$ cat src/rtl/unidade_muldiv_if.sv
// unidade_muldiv_if: request/response bundle of the RV32M multiply/divide unit.
// The master drives the request side; the slave (the unit) drives the response.
interface unidade_muldiv_if;
  logic        start;
  logic [2:0]  funct3;
  logic [31:0] op_a;
  logic [31:0] op_b;
  logic [4:0]  rd_in;
  logic        flush;
  logic        busy;
  logic        done;
  logic [31:0] result;
  logic [4:0]  rd_out;
  logic        reg_write;

  modport master (
    output start,
    output funct3,
    output op_a,
    output op_b,
    output rd_in,
    output flush,
    input  busy,
    input  done,
    input  result,
    input  rd_out,
    input  reg_write
  );

  modport slave (
    input  start,
    input  funct3,
    input  op_a,
    input  op_b,
    input  rd_in,
    input  flush,
    output busy,
    output done,
    output result,
    output rd_out,
    output reg_write
  );
endinterface

$ cat src/rtl/unidade_muldiv.sv
// unidade_muldiv: iterative RV32M multiply/divide unit.
// Shift-add multiply and restoring divide on magnitudes, signs fixed at the end.
module unidade_muldiv (
  input logic               clk,
  input logic               rst_n,
  unidade_muldiv_if.slave   bus
);

  localparam logic [1:0] IDLE = 2'd0;
  localparam logic [1:0] CALC = 2'd1;
  localparam logic [1:0] FIX  = 2'd2;
  localparam logic [1:0] DONE = 2'd3;

  logic [1:0]  r_state;
  logic [4:0]  r_cnt;
  logic [2:0]  r_f3;
  logic [31:0] r_a;
  logic [31:0] r_b;
  logic [31:0] r_mag;
  logic [31:0] r_hi;
  logic [31:0] r_lo;
  logic        r_sa;
  logic        r_sb;
  logic [4:0]  r_rd_in;
  logic [4:0]  r_rd;
  logic [31:0] r_result;
  logic        r_done;

  function automatic logic f_a_signed(
    input logic [2:0] f
  );
    return f[2] ? ~f[0] : (f[1:0] != 2'b11);
  endfunction

  function automatic logic f_b_signed(
    input logic [2:0] f
  );
    return f[2] ? ~f[0] : ~f[1];
  endfunction

  logic        w_sa;
  logic        w_sb;
  logic [31:0] w_mag_a;
  logic [31:0] w_mag_b;

  assign w_sa = bus.op_a[31]
              & f_a_signed(bus.funct3);
  assign w_sb = bus.op_b[31]
              & f_b_signed(bus.funct3);
  assign w_mag_a = w_sa ? (~bus.op_a + 32'd1)
                        : bus.op_a;
  assign w_mag_b = w_sb ? (~bus.op_b + 32'd1)
                        : bus.op_b;

  // multiply step: {hi,lo} holds partial product and remaining multiplier
  logic [32:0] w_sum;
  logic [31:0] w_addend;

  assign w_addend = r_lo[0] ? r_mag : 32'd0;
  assign w_sum    = {1'b0, r_hi}
                  + {1'b0, w_addend};

  // divide step: hi is partial remainder, lo shifts dividend out, quotient in
  logic [32:0] w_sh;
  logic [32:0] w_diff;
  logic        w_fits;

  assign w_sh   = {r_hi, r_lo[31]};
  assign w_diff = w_sh - {1'b0, r_mag};
  assign w_fits = ~w_diff[32];

  logic        w_neg;
  logic [63:0] w_prod;
  logic [63:0] w_prod_s;
  logic [31:0] w_quo_s;
  logic [31:0] w_rem_s;
  logic        w_bz;
  logic [31:0] w_res;

  assign w_neg    = r_sa ^ r_sb;
  assign w_prod   = {r_hi, r_lo};
  assign w_prod_s = w_neg ? (~w_prod + 64'd1)
                          : w_prod;
  assign w_quo_s  = w_neg ? (~r_lo + 32'd1)
                          : r_lo;
  assign w_rem_s  = r_sa ? (~r_hi + 32'd1)
                         : r_hi;
  assign w_bz     = (r_b == 32'd0);

  always_comb begin
    w_res = w_prod_s[31:0];
    unique case (1'b1)
      (r_f3 == 3'b000):
        w_res = w_prod_s[31:0];
      (!r_f3[2] && r_f3 != 3'b000):
        w_res = w_prod_s[63:32];
      (r_f3[2] && !r_f3[1]):
        w_res = w_bz ? 32'hFFFF_FFFF
                     : w_quo_s;
      (r_f3[2] && r_f3[1]):
        w_res = w_bz ? r_a : w_rem_s;
      default:
        w_res = w_prod_s[31:0];
    endcase
  end

  always_ff @(posedge clk or negedge rst_n) begin
    if (!rst_n) begin
      r_state  <= IDLE;
      r_cnt    <= 5'd0;
      r_f3     <= 3'd0;
      r_a      <= 32'd0;
      r_b      <= 32'd0;
      r_mag    <= 32'd0;
      r_hi     <= 32'd0;
      r_lo     <= 32'd0;
      r_sa     <= 1'b0;
      r_sb     <= 1'b0;
      r_rd_in  <= 5'd0;
      r_rd     <= 5'd0;
      r_result <= 32'd0;
      r_done   <= 1'b0;
    end else begin
      r_done <= 1'b0;
      if (bus.flush) begin
        r_state <= IDLE;
      end else begin
        case (r_state)
          IDLE: begin
            // done still showing means busy is high
            if (bus.start && !r_done) begin
              r_f3    <= bus.funct3;
              r_a     <= bus.op_a;
              r_b     <= bus.op_b;
              r_rd_in <= bus.rd_in;
              r_sa    <= w_sa;
              r_sb    <= w_sb;
              r_hi    <= 32'd0;
              r_cnt   <= 5'd31;
              r_state <= CALC;
              if (bus.funct3[2]) begin
                r_lo  <= w_mag_a;
                r_mag <= w_mag_b;
              end else begin
                r_lo  <= w_mag_b;
                r_mag <= w_mag_a;
              end
            end
          end
          CALC: begin
            if (r_f3[2]) begin
              r_hi <= w_fits ? w_diff[31:0]
                             : w_sh[31:0];
              r_lo <= {r_lo[30:0], w_fits};
            end else begin
              r_hi <= w_sum[32:1];
              r_lo <= {w_sum[0], r_lo[31:1]};
            end
            r_cnt <= r_cnt - 5'd1;
            if (r_cnt == 5'd0)
              r_state <= FIX;
          end
          FIX: begin
            r_result <= w_res;
            r_rd     <= r_rd_in;
            r_state  <= DONE;
          end
          DONE: begin
            r_done  <= 1'b1;
            r_state <= IDLE;
          end
          default: r_state <= IDLE;
        endcase
      end
    end
  end

  assign bus.busy      = (r_state != IDLE)
                       | r_done;
  assign bus.done      = r_done;
  assign bus.reg_write = r_done;
  assign bus.result    = r_result;
  assign bus.rd_out    = r_rd;

endmodule
$ cat src/flat_wrapper.sv
// flat-port wrapper written by rule: the top's interface ports become plain ports
module unidade_muldiv_flat 
  (clk, rst_n, bus_start, bus_funct3, bus_op_a, bus_op_b, bus_rd_in, bus_flush, bus_busy, bus_done, bus_result, bus_rd_out, bus_reg_write);
  unidade_muldiv_if bus_i ();
  input logic clk;
  input logic rst_n;
  input wire logic [$bits(bus_i.start)-1:0] bus_start;
  input wire logic [$bits(bus_i.funct3)-1:0] bus_funct3;
  input wire logic [$bits(bus_i.op_a)-1:0] bus_op_a;
  input wire logic [$bits(bus_i.op_b)-1:0] bus_op_b;
  input wire logic [$bits(bus_i.rd_in)-1:0] bus_rd_in;
  input wire logic [$bits(bus_i.flush)-1:0] bus_flush;
  output wire logic [$bits(bus_i.busy)-1:0] bus_busy;
  output wire logic [$bits(bus_i.done)-1:0] bus_done;
  output wire logic [$bits(bus_i.result)-1:0] bus_result;
  output wire logic [$bits(bus_i.rd_out)-1:0] bus_rd_out;
  output wire logic [$bits(bus_i.reg_write)-1:0] bus_reg_write;
  assign bus_i.start = bus_start;
  assign bus_i.funct3 = bus_funct3;
  assign bus_i.op_a = bus_op_a;
  assign bus_i.op_b = bus_op_b;
  assign bus_i.rd_in = bus_rd_in;
  assign bus_i.flush = bus_flush;
  assign bus_busy = bus_i.busy;
  assign bus_done = bus_i.done;
  assign bus_result = bus_i.result;
  assign bus_rd_out = bus_i.rd_out;
  assign bus_reg_write = bus_i.reg_write;
  unidade_muldiv u_core (.clk(clk), .rst_n(rst_n), .bus(bus_i));
endmodule
$ cat config.mk
export PLATFORM = sky130hd
export DESIGN_NAME = unidade_muldiv_flat
export DESIGN_NICKNAME = d
export VERILOG_FILES = /design/src/rtl/unidade_muldiv_if.sv /design/src/rtl/unidade_muldiv.sv /design/src/flat_wrapper.sv
export SDC_FILE = /design/constraint.sdc
export NUM_CORES = 1
export LEC_CHECK = 0
export CORE_UTILIZATION = 40
export DETAILED_ROUTE_END_ITERATION = 12
export GPL_ROUTABILITY_DRIVEN = 0
export PLACE_DENSITY = 0.54
export REMOVE_ABC_BUFFERS = 1
export SYNTH_ARGS = -nofsm -noshare
export SYNTH_HDL_FRONTEND = slang
export SYNTH_SLANG_ARGS = --single-unit
export TNS_END_PERCENT = 10
$ cat constraint.sdc
create_clock -name clk -period 6.8 [get_ports clk]
set_input_delay 0.68 -clock clk [delete_from_list [all_inputs] [get_ports clk]]
set_output_delay 0.68 -clock clk [all_outputs]
set_load 0.005 [all_outputs]
# == Word-level counts from Yosys, hierarchy flattened ==
# Index checks and enable logic that the tools add are counted.
# totals
out_inout_bits,40
latchBits,0
romBits,0
n_memories,0
inputBits,76
elab_cells,87
register_bits,215
ram_bits,0
# classes
eq_ne,7
bitwise_logic,13
n_div,0
mux,28
order_cmp,0
n_mul,0
reduce_logical,17
add_sub_neg,8
shift,0
# ops
cell,n
32-bit 2-to-1 mux,14
"32-bit by 1-bit adder with 32-bit output, second input constant",4
32-bit inverter,4
32-bit one-hot mux with 2 select lines,2
32-bit one-hot mux with 3 select lines,1
"64-bit by 1-bit adder with 64-bit output, second input constant",1
64-bit 2-to-1 mux,1
64-bit inverter,1
32-bit by 32-bit adder with 33-bit output,1
33-bit by 32-bit subtractor with 33-bit output,1
32-bit zero test,1
5-bit one-hot mux with 2 select lines,1
2-bit one-hot mux with 4 select lines,1
2-bit 2-to-1 mux,3
"3-bit by 2-bit inequality test with 1-bit output, second input constant",2
3-bit AND reduction,2
5-bit zero test,1
5-bit 2-to-1 mux,1
"5-bit by 1-bit subtractor with 5-bit output, second input constant",1
"2-bit == test, second input constant",2
1-bit logical AND,4
1-bit 2-to-1 mux,4
1-bit inverter,4
2-bit AND reduction,2
10 further kinds,14

# == Longest topological paths before layout ==
# depth
ltp_word,7
mapped_depth,15

# == Worst setup path after synthesis ==
# No wires, ideal clock.
# synth_path
kind,register -> register
start,register u_core.r_lo[0]
end,register u_core.r_hi[29]
setup_time_ps,152
path_buffers,2
path_slack_ps,3477
required_time_ps,6648
arrival_ps,3171
stages_incl_launch_ff,16
path_cell_list,dfrtp_1 inv_1 clkbuf_1 nor2_1 ha_1 clkbuf_1 a21oi_1 o21ai_0 a2111oi_0 o21ai_0 a31oi_1 o31ai_1 a211oi_1 or4_1 and3_1 o311ai_0
# synth_via
elab_chain_cells,4
# synth_rtl
element,line_no,source
"start, declared",unidade_muldiv.sv:21,logic [31:0] r_lo;
"start signal, assigned",unidade_muldiv.sv:142,r_lo <= w_mag_a;
"start signal, assigned",unidade_muldiv.sv:145,r_lo <= w_mag_b;
"start signal, assigned",unidade_muldiv.sv:154,"r_lo <= {r_lo[30:0], w_fits};"
32-bit 2-to-1 mux,unidade_muldiv.sv:59,assign w_addend = r_lo[0] ? r_mag : 32'd0;
32-bit by 32-bit adder with 33-bit output,unidade_muldiv.sv:61,"+ {1'b0, w_addend};"
32-bit 2-to-1 mux,unidade_muldiv.sv:151,if (r_f3[2]) begin
32-bit one-hot mux with 2 select lines,unidade_muldiv.sv:128,case (r_state)
"end signal, assigned",unidade_muldiv.sv:152,r_hi <= w_fits ? w_diff[31:0]
"end signal, assigned",unidade_muldiv.sv:156,r_hi <= w_sum[32:1];
"end, declared",unidade_muldiv.sv:20,logic [31:0] r_hi;
# Every way passes these cells.
# A chain may end at the register's enable or synchronous reset.

# == Worst setup path in the final report ==
# Ends and elaborated chain as after synthesis.

==> results_dict.tcl <==
set metrics [dict create \
    report.power.total_w 0.0115 \
    worstRegToRegCells 14 \
    number_of_clock_buffers_inserted_by_tritoncts 28 \
    area_enclosed_by_the_die_boundary_um2 44700 \
    grt_start_max_net_pins 142 \
    synth_seq_cells 215 \
    max_stage_delay_ns 0.61 \
    r2r-start "u_core.r_lo[0]" \
    start_kind "flip-flop" \
    chipWidth_um 211 \
    post_cts.resized_instances 0 \
    placeableCoreArea_um2 43200 \
    vias_per_cell 5.72 \
    yosysWarnings 0 \
    worst_path_most_repeated_cell "sky130_fd_sc_hd__o21ai_0" \
    crit_path_max_fanout 30 \
    detailroute.via_count 16821 \
    ir_worst_vdd_uv 245 \
    clk_transition_reported_paths_ns 0.06 \
    finalWirelength_um 60500 \
    worst-r2r-setup-slack_ns 2.22 \
    timing.clock.skew_ns 0.0144 \
    grt_total_usage 0.269 \
    area_delta_synth_final_pct 14.8 \
    cts_tree "built" \
    final-hold-violation-count 0 \
    ios 116 \
    n_diodes 0 \
    regToRegEndpoint "u_core.r_hi[29]" \
    cts_max_path_buffers 3 \
    grt_pass1_wl_um 93500 \
    final_nets 2487 \
    buffers_inserted_by_post_cts_timing_repair 0 \
    synth_enable_flop_cells 0 \
    syn_area_per_cell_um2 7.56 \
    critPathArrivalTime_ns 4.98 \
    initial_utilization 0.406 \
    cts-hold-fix-buffers 0 \
    path_class "reg -> reg" \
    rows 76 \
    critPathCaptureType "flip-flop" \
    io_buffer_count 115 \
    synth.distinct_cells 75 \
    numClockSinks 215 \
    hpwl_um 44600 \
    route.antenna.remaining_nets 0 \
    period_share 0.674 \
    syn-instance-count 2321 \
    clk_root_buf "sky130_fd_sc_hd__clkbuf_16" \
    post_route_cells_drive_above_1_share 0.0590 \
    yosys_most_used_dff "sky130_fd_sc_hd__dfrtp_1" \
    slew-limit-headroom 0.274 \
    maxCapViolations 0 \
    tns_ns 0 \
    leakage_nw 8.78 \
    grt_remaining_overflow 0 \
    achievable-frequency_mhz 218 \
    antenna_violations_before_repair 0 \
    outcome "completed" \
    worst-endpoint-required_ns 7.20 \
    count_of_tritonroute_iterations_in_the_first_routing_pass 6 \
    final.min_clock_period_ns 4.58 \
    grt_setup_unrepaired "false" \
    powerDensity_nw_per_um2 569 \
    summed_instance_area_of_the_synthesized_netlist_um2 17500 \
    path_cells "inv_1 > buf_4 > nor2_1 > ha_1 > a21oi_1 > o21ai_0 > a2111oi_0 > o21ai_0 > a31oi_1 > o31ai_1 > a211oi_1 > or4_1 > and3_1 > o311ai_0" \
    h-tree-depth 1 \
    detail_route.iter0.violations 1423 \
    first_global_vias 16016 \
    synthArstFlopShare 1.00 \
    setup_viol_count_final 0 \
    hp-class "in -> async" \
    clkLatencyLatePin_ns 0.58 \
    critical_path.slowest_cell "sky130_fd_sc_hd__a211oi_1" \
    timing.final.max_slew_violations 0 \
    die_h_um 211 \
    synth_sequential_area_ratio 0.307 \
    worst-slew-pin-transition_ns 1.08 \
    detail_route.drc_violations 0 \
    wl_per_cell_um 20.6 \
]
==> how the worst max path moves through the flow <==
stage                    start         endpoint  slack [ns]  cells after the start
5_1_grt         u_core.r_lo[0]  u_core.r_hi[29]        1.86                     14
3_3_place_gp    u_core.r_lo[0]  u_core.r_hi[29]        2.36                     14
3_5_place_dp    u_core.r_lo[0]  u_core.r_hi[29]        2.28                     14
2_1_floorplan  u_core.r_lo[31]  u_core.r_hi[24]        1.74                     13
6_report        u_core.r_lo[0]  u_core.r_hi[29]        2.22                     14
4_1_cts         u_core.r_lo[0]  u_core.r_hi[29]        2.25                     14
==> stage by stage <==
stage               setup WS (ns)  cell area (µm²)  hold WS, ns   util  std cells
floorplan                    1.74            16900        0.384      -       2164
global placement             2.36            19100        0.449  0.442       2889
detailed placement           2.28            19100        0.458  0.442       2889
CTS                          2.25            20100        0.105  0.466       2941
global route                 1.86            20100        0.126  0.466       2941
finish                       2.22            20100       0.0545  0.466       2941
==> cells in the mapped netlist, types with 18 or more instances <==
cell type	count	share of area
sky130_fd_sc_hd__nor3_1	46	0.013
sky130_fd_sc_hd__xor2_1	94	0.047
sky130_fd_sc_hd__o31ai_1	18	0.0077
sky130_fd_sc_hd__clkbuf_1	136	0.029
sky130_fd_sc_hd__nand3_1	21	0.0060
sky130_fd_sc_hd__nand2_1	420	0.090
sky130_fd_sc_hd__mux2_2	32	0.021
sky130_fd_sc_hd__nor4_1	22	0.0078
sky130_fd_sc_hd__nand2b_1	24	0.0086
sky130_fd_sc_hd__dfrtp_1	215	0.31
sky130_fd_sc_hd__nor2_1	218	0.047
sky130_fd_sc_hd__nor2b_1	19	0.0068
sky130_fd_sc_hd__a21o_1	34	0.015
sky130_fd_sc_hd__o21ai_0	226	0.064
sky130_fd_sc_hd__or3_1	21	0.0075
sky130_fd_sc_hd__a211oi_1	50	0.021
sky130_fd_sc_hd__xnor2_1	112	0.056
sky130_fd_sc_hd__ha_1	75	0.053
sky130_fd_sc_hd__inv_1	70	0.015
sky130_fd_sc_hd__a21oi_1	192	0.055
sky130_fd_sc_hd__a31oi_1	19	0.0068
==> area by class of cell <==
class / count / area (µm²)
Timing Repair Buffer: 140 / 1350
Fill cell: 4434 / 23000
Sequential cell: 215 / 5380
Clock inverter: 18 / 282
Inverter: 70 / 263
Clock buffer: 34 / 774
Tap cell: 585 / 732
Multi-Input combinational cell: 1879 / 11300
==> cell usage in the layout, fill, tap and decap left out, types with 7 or more instances in the layout <==
cell,instances
sky130_fd_sc_hd__nand2_1,420
sky130_fd_sc_hd__o21ai_0,226
sky130_fd_sc_hd__nor2_1,217
sky130_fd_sc_hd__dfrtp_1,214
sky130_fd_sc_hd__a21oi_1,192
sky130_fd_sc_hd__clkdlybuf4s50_1,113
sky130_fd_sc_hd__xnor2_1,111
sky130_fd_sc_hd__xor2_1,92
sky130_fd_sc_hd__ha_1,74
sky130_fd_sc_hd__inv_1,70
sky130_fd_sc_hd__a211oi_1,50
sky130_fd_sc_hd__nor3_1,45
sky130_fd_sc_hd__a21o_1,34
sky130_fd_sc_hd__mux2_2,32
sky130_fd_sc_hd__clkbuf_16,29
sky130_fd_sc_hd__buf_4,25
sky130_fd_sc_hd__nand2b_1,23
sky130_fd_sc_hd__nor4_1,22
sky130_fd_sc_hd__nand3_1,21
sky130_fd_sc_hd__or3_1,21
sky130_fd_sc_hd__a31oi_1,19
sky130_fd_sc_hd__nor2b_1,18
sky130_fd_sc_hd__o31ai_1,18
sky130_fd_sc_hd__mux2i_1,17
sky130_fd_sc_hd__o211ai_1,17
sky130_fd_sc_hd__nand4_1,17
sky130_fd_sc_hd__a22oi_1,15
sky130_fd_sc_hd__o41ai_1,13
sky130_fd_sc_hd__o21a_1,12
sky130_fd_sc_hd__and2_1,11
sky130_fd_sc_hd__o22ai_1,11
sky130_fd_sc_hd__o221ai_1,11
sky130_fd_sc_hd__or4_1,9
sky130_fd_sc_hd__o21bai_1,9
sky130_fd_sc_hd__and3_1,7
sky130_fd_sc_hd__a221oi_1,7
sky130_fd_sc_hd__bufinv_16,7
==> where the power goes <==
| group | switching (W) | internal (W) |
|---|---|---|
| Sequential | 0.000797 | 0.00186 |
| Combinational | 0.00426 | 0.00281 |
| Clock | 0.000645 | 0.00108 |
==> state kept, by name, summed over array words and instances (netlist names), 2 cells and up <==
signal / cells
u_core.r_rd_in: 5
u_core.r_lo: 32
u_core.r_mag: 32
u_core.r_hi: 32
u_core.r_cnt: 5
u_core.r_f3: 3
u_core.r_b: 32
u_core.r_a: 32
u_core.bus.result: 32
u_core.r_state: 2
u_core.bus.rd_out: 5
==> critical path: cells and delay by family (launching register included) <==
family,cells,cell delay [ns]
simple gates,3,0.49
compound gates,8,2.50
flops,1,0.50
buf+inv,2,0.50
fa+ha+maj,1,0.40
==> routing by layer <==
metal  global-route usage  part of all wire  vias to the layer above
met1                0.387              0.47                     8005
met5                    0                 0                        -
met4               0.0992             0.034                        0
met3               0.0307             0.056                      100
li1                     -                 -                     8167
met2                0.415              0.44                      549
==> kinds of logic (layout without fill, tap and decap cells) <==
logic type,Yosys count,count (layout),share of synthesized area
simple gates,867,867,0.219
compound gates,680,680,0.235
buf+inv,227,262,0.0497
flops,215,215,0.307
xor+xnor,206,206,0.103
fa+ha+maj,77,77,0.0558
mux,49,49,0.0302
No activity file was read; power rests on OpenSTA's default activity.
